## src/rtl/i2s_pkg.sv

```systemverilog
// Shared constants for the I2S transmit path: size defaults, frame length and channel codes.
package i2s_pkg;

    localparam int SAMPLE_W_DEF = 16;
    localparam int SLOT_W_DEF   = 32;
    localparam int TPS_DEF      = 4;

    localparam logic CH_LEFT  = 1'b0;
    localparam logic CH_RIGHT = 1'b1;

    function automatic int frame_ticks(input int slot_w, input int tps);
        return 2 * slot_w * tps;
    endfunction

endpackage

```

## src/rtl/i2s_frame_timer.sv

```systemverilog
// Frame timebase: tick counter, registered mclk/sclk/lrck pins and the strobes that pace the shifter.
module i2s_frame_timer
    import i2s_pkg::*;
#(
    parameter int SLOT_W = SLOT_W_DEF,
    parameter int TPS    = TPS_DEF
) (
    input  logic clk,
    input  logic rst,
    input  logic mclk_tick,
    output logic i2s_mclk,
    output logic i2s_sclk,
    output logic i2s_lrck,
    output logic load_slot,
    output logic shift_en,
    output logic frame_wrap,
    output logic slot_ch
);

    localparam int FT = frame_ticks(SLOT_W, TPS);
    localparam int TW = $clog2(FT);

    logic [TW-1:0] tcnt;
    logic [TW-1:0] tcnt_nx;
    int            t_nx;

    // Strobes describe the edge about to happen, so the shifter updates with the pins.
    always_comb begin
        tcnt_nx    = (tcnt == TW'(FT - 1)) ? '0 : tcnt + TW'(1);
        t_nx       = int'(tcnt_nx);
        frame_wrap = mclk_tick && (tcnt == TW'(FT - 1));
        shift_en   = mclk_tick && ((t_nx % TPS) == 0);
        load_slot  = shift_en && (((t_nx / TPS) % SLOT_W) == 0);
        slot_ch    = (t_nx >= FT / 2) ? CH_RIGHT : CH_LEFT;
    end

    always_ff @(posedge clk) begin
        if (rst) begin
            tcnt     <= '0;
            i2s_mclk <= 1'b0;
            i2s_sclk <= 1'b0;
            i2s_lrck <= 1'b0;
        end else if (mclk_tick) begin
            tcnt     <= tcnt_nx;
            i2s_mclk <= ~i2s_mclk;
            i2s_sclk <= (t_nx % TPS) >= (TPS / 2);
            i2s_lrck <= slot_ch;
        end
    end

endmodule

```

## src/rtl/i2s_tx.sv

```systemverilog
// I2S transmitter: one-deep holding buffer with valid/ready intake, per-frame sample latch and slot shifter.
module i2s_tx
    import i2s_pkg::*;
#(
    parameter int SAMPLE_W = SAMPLE_W_DEF,
    parameter int SLOT_W   = SLOT_W_DEF,
    parameter int TPS      = TPS_DEF
) (
    input  logic                clk,
    input  logic                rst,
    input  logic                mclk_tick,
    input  logic                s_valid,
    input  logic [SAMPLE_W-1:0] s_left,
    input  logic [SAMPLE_W-1:0] s_right,
    output logic                s_ready,
    output logic                i2s_mclk,
    output logic                i2s_sclk,
    output logic                i2s_lrck,
    output logic                i2s_sdata,
    output logic                frame_start,
    output logic                underrun
);

    logic                load_slot;
    logic                shift_en;
    logic                frame_wrap;
    logic                slot_ch;
    logic                accept;
    logic                hold_full;
    logic [SAMPLE_W-1:0] hold_l, hold_r;
    logic [SAMPLE_W-1:0] act_l, act_r;
    logic [SAMPLE_W-1:0] next_l, next_r;
    logic [SAMPLE_W-1:0] load_val;
    logic [SAMPLE_W-1:0] shreg;

    i2s_frame_timer #(
        .SLOT_W (SLOT_W),
        .TPS    (TPS)
    ) u_timer (
        .clk        (clk),
        .rst        (rst),
        .mclk_tick  (mclk_tick),
        .i2s_mclk   (i2s_mclk),
        .i2s_sclk   (i2s_sclk),
        .i2s_lrck   (i2s_lrck),
        .load_slot  (load_slot),
        .shift_en   (shift_en),
        .frame_wrap (frame_wrap),
        .slot_ch    (slot_ch)
    );

    // The left load coincides with the wrap, so it takes the freshly latched pair directly.
    always_comb begin
        accept   = s_valid && s_ready;
        next_l   = hold_full ? hold_l : '0;
        next_r   = hold_full ? hold_r : '0;
        load_val = frame_wrap ? next_l : ((slot_ch == CH_RIGHT) ? act_r : act_l);
    end

    always_ff @(posedge clk) begin
        if (rst) begin
            hold_full   <= 1'b0;
            hold_l      <= '0;
            hold_r      <= '0;
            act_l       <= '0;
            act_r       <= '0;
            shreg       <= '0;
            i2s_sdata   <= 1'b0;
            frame_start <= 1'b0;
            underrun    <= 1'b0;
            s_ready     <= 1'b0;
        end else begin
            frame_start <= frame_wrap;
            underrun    <= frame_wrap && !hold_full;
            if (frame_wrap) begin
                act_l <= next_l;
                act_r <= next_r;
            end
            // Bit 0 of each slot is the I2S one-bit delay; the MSB follows on the next shift.
            if (load_slot) begin
                shreg     <= load_val;
                i2s_sdata <= 1'b0;
            end else if (shift_en) begin
                i2s_sdata <= shreg[SAMPLE_W-1];
                shreg     <= {shreg[SAMPLE_W-2:0], 1'b0};
            end
            if (accept) begin
                hold_full <= 1'b1;
                hold_l    <= s_left;
                hold_r    <= s_right;
            end else if (frame_wrap) begin
                hold_full <= 1'b0;
            end
            s_ready <= !(accept || (hold_full && !frame_wrap));
        end
    end

endmodule

```

## config.mk

```make
export PLATFORM = sky130hd
export DESIGN_NAME = i2s_tx
export DESIGN_NICKNAME = d
export VERILOG_FILES = /design/src/rtl/i2s_pkg.sv /design/src/rtl/i2s_frame_timer.sv /design/src/rtl/i2s_tx.sv
export SDC_FILE = /design/constraint.sdc
export NUM_CORES = 1
export LEC_CHECK = 0
export ABC_AREA = 1
export CORE_MARGIN = 3
export CORE_UTILIZATION = 61
export CTS_CLUSTER_SIZE = 20
export DETAILED_ROUTE_END_ITERATION = 8
export PLACE_DENSITY = 0.85
export REMOVE_ABC_BUFFERS = 1
export SLEW_MARGIN = 0
export SYNTH_ARGS = -nofsm -noshare
export SYNTH_HDL_FRONTEND = slang
export SYNTH_SLANG_ARGS = --single-unit
export TNS_END_PERCENT = 5
```

## constraint.sdc

```tcl
create_clock -name clk -period 5.1 [get_ports clk]
set_input_delay 1.02 -clock clk [delete_from_list [all_inputs] [get_ports clk]]
set_output_delay 1.02 -clock clk [all_outputs]
set_load 0.01 [all_outputs]
```

; ---- After elaboration in Yosys (flattened, before gate mapping)
; Index checks and enable logic that the tools add are counted.
[totals]
regBits = 96
inputBits = 36
output_inout_bits = 7
wordCells = 44
[op_classes]
addsub = 1
n_lt_le_gt_ge = 2
n_eq_ne = 1
n_mux = 10
n_bitwise = 1
reduce_logical = 15
[ops]
columns = op, count
row1 = $mux W16, 6
row2 = $logic_not A32 Y1, 2
row3 = $add A8 B1 Y8 const B, 1
row4 = $eq A8 B8 Y1 const B, 1
row5 = $ge A8 B8 Y1 const B, 1
row6 = $mux W8, 1
row7 = $logic_and A1 B1 Y1, 6
row8 = $reduce_bool A2 Y1, 2
row9 = $logic_not A1 Y1, 3
row10 = $mux W1, 3
row11 = $ge A2 B2 Y1 const B, 1
row12 = $reduce_or A2 Y1, 1
row13 = $logic_or A1 B1 Y1, 1
row14 = $not A1 Y1, 1

; ---- Depth between registers and ports, before layout
; Gate-level depths: netlist of the first run.
[depth]
word_depth = 7
mapped_depth = 12

; ---- Cells and area by module
; Synthesis of the first run repeated with hierarchy kept, for this count alone.
[unflattened]
hier_cells = 623
area_unflattened_um2 = 4289.1
[by_module_without_submodules]
columns = mod, n_inst, cells_per_inst, area_per_inst_um2, seq_area_each_um2
row1 = i2s_tx, 1, 531, 3678.5, 1701.6
row2 = i2s_frame_timer, 1, 92, 610.6, 200.2

; ---- Worst setup path before layout of the first run
; No wires, ideal clock.
[synth_path]
kind = input port to flip-flop
from = input port mclk_tick
to = register shreg[4]
t_arrival_ns = 2.073
setup_slack_ns = 2.962
path_stages = 10
path_buffers = 2
path_cell_list = clkbuf_2 nand2_2 nor2_2 nand2_2 nor2_4 nand3_4 buf_6 a21oi_2 nand2_1 a21oi_2
[synth_via]
elab_chain_len = 3
[synth_rtl]
columns = item, line_no
row1 = "start, declared", i2s_tx.sv:11  ; input logic mclk_tick,
row2 = "$logic_and A1 B1 Y1, on equally long branches", "i2s_frame_timer.sv:31, i2s_frame_timer.sv:32"
row3 = $mux W16 / $logic_and A1 B1 Y1 (equally long branches), "i2s_tx.sv:57, i2s_frame_timer.sv:33"
row4 = $mux W16 / $reduce_bool A2 Y1 (equally long branches), --
row5 = "end signal, assigned", i2s_tx.sv:81  ; shreg <= load_val;
row6 = "end signal, assigned", i2s_tx.sv:85  ; shreg <= {shreg[SAMPLE_W-2:0], 1'b0};
row7 = "end, declared", i2s_tx.sv:34  ; logic [SAMPLE_W-1:0] shreg;
; Parallel ways exist; a longest one is shown, timed or not.
; A chain may end at the register's enable or synchronous reset.

; ---- Worst setup path in the final report of the first run
[layout_path]
from = input port mclk_tick
to = register act_r[11]
[layout_via]
elab_chain_len = 1
[layout_rtl]
columns = item, line_no
row1 = $logic_and A1 B1 Y1, i2s_frame_timer.sv:31  ; frame_wrap = mclk_tick && (tcnt == TW'(FT - 1));
row2 = "end signal, assigned", i2s_tx.sv:77  ; act_r <= next_r;
row3 = "end, declared", i2s_tx.sv:31  ; logic [SAMPLE_W-1:0] act_l, act_r;
; No other way between the ends.

==> impl_metrics.env, run 1 <==
export IMPL_yosysUniqueCellTypes=33
export IMPL_max_cap_viol_count=0
export IMPL_htree_num_levels=3
export IMPL_drive_gt1_frac=0.115
export IMPL_relSlewSlack=0.211
export IMPL_pwr_share_clk=0.385
export IMPL_cts_setup_buffers=0
export IMPL_slowest_delay_ps=1000
export IMPL_dieArea_um2=7840
export IMPL_crit_reg2reg_launch="u_timer.tcnt[0]$_SDFFE_PP0P_"
export IMPL_outcome="complete, no violations"
export IMPL_grtUsageTotal=0.235
export IMPL_drt_iter0_markers=294
export IMPL_max_freq_mhz=307
export IMPL_coreArea_um2=6490
export IMPL_hold_start="hold_r[8]$_SDFFE_PP0P_"
export IMPL_wl_um=8520
export IMPL_num_vias=3516
export IMPL_drv_slew=0
export IMPL_dp_hpwl_um=5650
export IMPL_cts_resized=0
export IMPL_postSynthCellCount=542
export IMPL_synthToLayoutAreaGrowth_pct=13.5
export IMPL_min_path_type="reg -> reg"
export IMPL_arrival_ps=3460
export IMPL_setup_viol=0
export IMPL_ios=43
export IMPL_worstPathRequired_ps=5300
export IMPL_numCtsBuffers=9
export IMPL_grt_overflow=0
export IMPL_cts_hold_buf=0
export IMPL_dp_slack_ps=1500
export IMPL_postPlaceCellArea_um2=4490
export IMPL_regArea_um2=1900
export IMPL_powerDensity_nw_per_um2=308
export IMPL_grt_max_degree=50
export IMPL_portBuffers=42
export IMPL_path_class="in -> reg"
export IMPL_gp_congestion=0.810
export IMPL_fillers=500
export IMPL_grt_pass1_wl_um=14500
export IMPL_crit_slowest_cell="nand2_1"
export IMPL_max_vdd_ir_drop_uv=225
export IMPL_wl_per_cell_um=13.1
export IMPL_ys_seq_area_frac=0.457
export IMPL_worst_pin_slew_ps=1180
export IMPL_internal_power_uw=1110
export IMPL_die_height_um=88.6
export IMPL_antennaDiodeCount=0
export IMPL_p_leak_uw=0.00167
export IMPL_grt_pass1_vias=3282
export IMPL_path_clk_slew_ps=90
export IMPL_cp_end_kind="flop"
export IMPL_syn_area_um2=4160
export IMPL_path_delay_family="simple AND/OR/NAND/NOR gates"
export IMPL_seqPwrFrac=0.537
export IMPL_timing_setup_tns_ps=0
export IMPL_critPathMaxFanout=33
export IMPL_hold_violations=0
export IMPL_fin_area_um2=4720
export IMPL_initial_core_util=0.640
export IMPL_dp_cells=633
export IMPL_layout_setup_ws_ps=1840
export IMPL_reg2regPathDepth=6
export IMPL_crit_buf_inv=1
export IMPL_syn_area_per_cell_um2=7.67
export IMPL_hold_depth=2
export IMPL_finClkSkew_ps=14.1
export IMPL_cp_startpoint="mclk_tick"
export IMPL_final_cells=649
export IMPL_cts_max_path_buffers=2
export IMPL_crit_cells=4
export IMPL_multi_input_area_um2=1760
export IMPL_finalCritPeriodShare=0.639
export IMPL_worstPathCellList="clkdlybuf4s50_1, nand2_2, nand2_1, o22ai_1"
export IMPL_rsz0062_at_grt="no"
export IMPL_cts_tree="built"
export IMPL_die_w_um=88.6
export IMPL_vias_per_cell=5.42
export IMPL_fin_nets=605
export IMPL_clkLatencyLatePin_ps=370
export IMPL_swShare=0.235
export IMPL_drc_errors=0
export IMPL_dr_pass1_iters=5
export IMPL_combPwrFrac=0.078
export IMPL_start_kind="input pin"
export IMPL_period_minus_slack_ps=3260
export IMPL_synth_warnings=0
export IMPL_root_buffer="clkbuf_8"
export IMPL_antenna_found_initial=0
export IMPL_ys_ff_latch=95
export IMPL_cts_sinks=95
export IMPL_placement_rows=29
export IMPL_power_switching_uw=341
export IMPL_ant_nets=0
[final timing paths]
path                                  to  slack, ps
hold reg to reg   hold_r[8]$_SDFFE_PP0P_        460
setup reg to reg  act_r[11]$_SDFFE_PP0P_       2400
hold / removal    hold_r[8]$_SDFFE_PP0P_        460
setup / recovery  act_r[11]$_SDFFE_PP0P_       1840
[cell usage after synthesis]
cell type	instances	area share
a21oi_1	36	0.043
a21oi_2	20	0.042
buf_1	1	0.00090
buf_2	5	0.0060
buf_4	1	0.0018
buf_6	5	0.014
clkbuf_1	12	0.011
clkbuf_2	2	0.0024
clkbuf_8	3	0.0099
clkinv_1	1	0.00090
clkinv_2	1	0.0012
dfxtp_1	95	0.46
dlygate4sd1_1	2	0.0042
ha_1	2	0.0060
inv_1	75	0.068
inv_2	1	0.00090
mux2i_1	1	0.0024
nand2_1	100	0.090
nand2_2	11	0.017
nand3_1	37	0.045
nand3_2	4	0.0096
nand3_4	1	0.0042
nand3b_2	1	0.0027
nand4_1	1	0.0015
nor2_1	41	0.037
nor2_2	4	0.0060
nor2_4	4	0.011
nor2_8	1	0.0048
nor3_1	2	0.0024
o21ai_0	38	0.046
o21bai_1	1	0.0018
o22ai_1	32	0.048
xnor2_1	1	0.0021
[sequential cells by signal (all words and copies together), names as in the netlist, 8 cells and up]
name and cells:
act_l 16, act_r 16, hold_l 16, hold_r 16, shreg 16, u_timer.tcnt 8
[logic make-up after synthesis]
logic type | count (synthesis) | synth area share
AOI/OAI and AO/OA | 127 | 0.181
xor gates and xnor gates | 1 | 0.00211
adders and majority gates | 2 | 0.00602
buffers and inverters | 109 | 0.120
DFF | 95 | 0.457
muxes | 1 | 0.00241
and+or+nand+nor | 207 | 0.231
[worst register-to-register path, stage by stage, from the launching register on]
cell and delay, ps:
dfxtp_1 450, ha_1 260, nand3_2 120, nor2_2 200, nand2_2 310, nand2_1 1000
o22ai_1 200
[cells in the final DEF (no fill, tap or decap), types with 2 or more instances in the layout]
cell type	synthesis	layout
nand2_1	100	100
dfxtp_1	95	95
inv_1	75	75
clkdlybuf4s50_1	0	42
nor2_1	41	41
o21ai_0	38	38
nand3_1	37	37
a21oi_1	36	36
o22ai_1	32	32
a21oi_2	20	20
nand2_2	11	11
clkbuf_8	3	10
nor2_2	4	4
nand3_2	4	4
nor2_4	4	4
buf_4	1	3
nor3_1	2	2
ha_1	2	2
bufinv_16	0	2
inv_6	0	2
[final cells by class]
type / instances / share of cell area
Sequential cell: 95 / 0.403
Timing Repair Buffer: 45 / 0.0939
Inverter: 78 / 0.0623
Clock buffer: 11 / 0.0300
Multi-Input combinational cell: 338 / 0.372
Tap cell: 77 / 0.0204
Clock inverter: 5 / 0.0183
[power groups by stage]
stage | clock [uW] | sequential [uW] | combinational [uW]
floorplan | 0 | 795 | 58.9
CTS | 561 | 779 | 115
detailed placement | 0 | 796 | 114
global route | 599 | 782 | 128
finish | 559 | 779 | 114
global placement | 0 | 795 | 110
[per-stage QoR]
stage / hold WS, ps / util / power (uW)
CTS: 461 / 0.726 / 1460
floorplan: 420 / - / 853
global route: 488 / 0.726 / 1510
global placement: 443 / 0.691 / 906
detailed placement: 448 / 0.691 / 910
finish: 461 / 0.726 / 1450
[per-layer routing]
metal | wire (um) | track usage | vias up
li1 | - | - | 1789
met1 | 3710 | 0.281 | 1611
met2 | 4270 | 0.409 | 103
met3 | 411 | 0.0642 | 13
met4 | 127 | 0.0769 | 0
met5 | 0 | 0 | -
Note: power is estimated with default switching activity, not from simulation.
==> run 2: changes to the inputs <==
--- a/config.mk
+++ b/config.mk
@@ -7,10 +7,10 @@
 export LEC_CHECK = 0
 export ABC_AREA = 1
 export CORE_MARGIN = 3
-export CORE_UTILIZATION = 61
+export CORE_UTILIZATION = 56
 export CTS_CLUSTER_SIZE = 20
 export DETAILED_ROUTE_END_ITERATION = 8
-export PLACE_DENSITY = 0.85
+export PLACE_DENSITY = 0.79
 export REMOVE_ABC_BUFFERS = 1
 export SLEW_MARGIN = 0
 export SYNTH_ARGS = -nofsm -noshare
==> constraint.sdc (replaced) <==
create_clock -name clk -period 3.02 [get_ports clk]
set_input_delay 0.604 -clock clk [delete_from_list [all_inputs] [get_ports clk]]
set_output_delay 0.604 -clock clk [all_outputs]
set_load 0.01 [all_outputs]
==> run 2 against run 1 <==
Effect of this change: hold slack got worse by 7.2 ps; power increased by 52%; largest power group unchanged; critical endpoint is now shreg[8]$_SDFFE_PP0P_; clock skew decreased by 3.2 ps; clock power increased by 24%.
==> impl_metrics.env, run 2 (synthesized netlist as in run 1, its figures left out) <==
export IMPL_start_kind="input pin"
export IMPL_fin_nets=609
export IMPL_path_delay_family="simple AND/OR/NAND/NOR gates"
export IMPL_htree_num_levels=3
export IMPL_cts_tree="built"
export IMPL_ff2ff_setup_slack_ps=820
export IMPL_wl_um=7950
export IMPL_grtUsageTotal=0.198
export IMPL_clkLatencyLatePin_ps=340
export IMPL_period_minus_slack_ps=2360
export IMPL_max_freq_mhz=424
export IMPL_crit_slowest_cell="clkdlybuf4s50_1"
export IMPL_cp_end_kind="flop"
export IMPL_max_cap_viol_count=0
export IMPL_crit_reg2reg_launch="u_timer.tcnt[1]$_SDFFE_PP0P_"
export IMPL_drc_errors=0
export IMPL_numCtsBuffers=9
export IMPL_worstPathCellList="clkdlybuf4s50_1, nand2_2, nor2_2, nand2_2, nor2_4, nand3_4, a21oi_1, nand2_1, a21oi_1"
export IMPL_drt_iter0_markers=138
export IMPL_fillers=621
export IMPL_rsz0062_at_grt="no"
export IMPL_setup_viol=0
export IMPL_p_leak_uw=0.00166
export IMPL_dieArea_um2=8490
export IMPL_antennaDiodeCount=0
export IMPL_dp_hpwl_um=5530
export IMPL_grt_pass1_vias=3219
export IMPL_cts_sinks=95
export IMPL_crit_buf_inv=1
export IMPL_synthToLayoutAreaGrowth_pct=13.3
export IMPL_layout_commonest_cell="nand2_1"
export IMPL_placement_rows=30
export IMPL_final_util=0.675
export IMPL_cts_max_path_buffers=2
export IMPL_cts_resized=0
export IMPL_worst_pin_slew_ps=517
export IMPL_root_buffer="clkbuf_8"
export IMPL_ios=43
export IMPL_antenna_found_initial=0
export IMPL_coreArea_um2=6980
export IMPL_initial_core_util=0.596
export IMPL_hold_violations=0
export IMPL_path_class="in -> reg"
export IMPL_die_w_um=92.2
export IMPL_crit_cells=9
export IMPL_cts_setup_buffers=0
export IMPL_regArea_um2=1900
export IMPL_drv_slew=0
export IMPL_grt_pass1_wl_um=13900
export IMPL_crit_end="shreg[8]$_SDFFE_PP0P_"
export IMPL_finalCritPeriodShare=0.780
export IMPL_relSlewSlack=0.653
export IMPL_die_height_um=92.2
export IMPL_cts_hold_buf=0
export IMPL_worstPathRequired_ps=3290
export IMPL_wl_per_cell_um=11.9
export IMPL_cp_startpoint="mclk_tick"
export IMPL_vias_per_cell=5.05
export IMPL_grt_overflow=0
export IMPL_arrival_ps=2620
export IMPL_finClkSkew_ps=10.9
export IMPL_portBuffers=42
export IMPL_multi_input_area_um2=1760
export IMPL_reg2regPathDepth=7
export IMPL_gp_congestion=0.849
export IMPL_path_clk_slew_ps=80
export IMPL_ant_nets=0
export IMPL_final_cell_mix="nand2_1, dfxtp_1, inv_1, clkdlybuf4s50_1, nor2_1"
export IMPL_dr_pass1_iters=4
export IMPL_max_vdd_ir_drop_uv=259
export IMPL_drive_gt1_frac=0.115
export IMPL_outcome="complete, no violations"
export IMPL_grt_max_degree=49
export IMPL_critPathMaxFanout=18
export IMPL_min_path_type="reg -> reg"
export IMPL_num_vias=3379
export IMPL_r2r_end="act_r[14]$_SDFFE_PP0P_"
export IMPL_slowest_delay_ps=700
export IMPL_timing_setup_tns_ps=0
export IMPL_powerDensity_nw_per_um2=468
run 2: cell count changes in the layout (fill, tap and decap cells not counted), sizes merged:
cell,delta
buf,+4
bufinv,-2
inv,-2
clkbuf,+1
clkinv,-1
clkinvlp,+1
run 2: metal layers:
layer | wire, um | global-route usage | up-vias
met5 | 0 | 0 | -
met4 | 133 | 0.0755 | 0
met3 | 390 | 0.0345 | 13
met2 | 3740 | 0.337 | 73
met1 | 3690 | 0.250 | 1496
li1 | - | - | 1797
run 2: how the worst min path moves through the flow:
stage	startpoint	to	slack, ps	cells after the start
2_1_floorplan	hold_full$_SDFFE_PP0P_	underrun$_SDFF_PP0_	420	1
3_3_place_gp	hold_full$_SDFFE_PP0P_	underrun$_SDFF_PP0_	440	1
3_5_place_dp	hold_full$_SDFFE_PP0P_	underrun$_SDFF_PP0_	440	1
4_1_cts	hold_full$_SDFFE_PP0P_	underrun$_SDFF_PP0_	460	1
5_1_grt	hold_full$_SDFFE_PP0P_	underrun$_SDFF_PP0_	470	1
6_report	hold_r[11]$_SDFFE_PP0P_	hold_r[11]$_SDFFE_PP0P_	450	2
run 2: worst min-delay path, delay by kind of cell (launching register included):
kind | cells | cell delay [ps]
AO/OA/AOI/OAI | 1 | 50
flip-flops | 1 | 300
buffers and inverters | 1 | 60
run 2: stage by stage:
stage	area, um2	setup slack (ps)	hold slack (ps)	total power (uW)	cells
floorplan	3950	780	420	1440	511
global placement	4560	399	441	1540	656
detailed placement	4560	302	441	1540	656
CTS	4710	676	455	2220	669
global route	4710	488	466	2290	669
finish	4710	664	454	2200	669
run 2: layout make-up:
type,instances,share of cell area
clock buffers,12,0.0308
well taps,96,0.0255
clock inverters,1,0.00159
repair buffers,49,0.103
inverters,78,0.0624
multi-input cells,338,0.373
flip-flops and latches,95,0.404
run 2: power breakdown:
group | total [uW] | switching (uW) | internal [uW]
Clock | 692 | 383 | 309
Combinational | 195 | 105 | 90.0
Sequential | 1320 | 23.0 | 1290
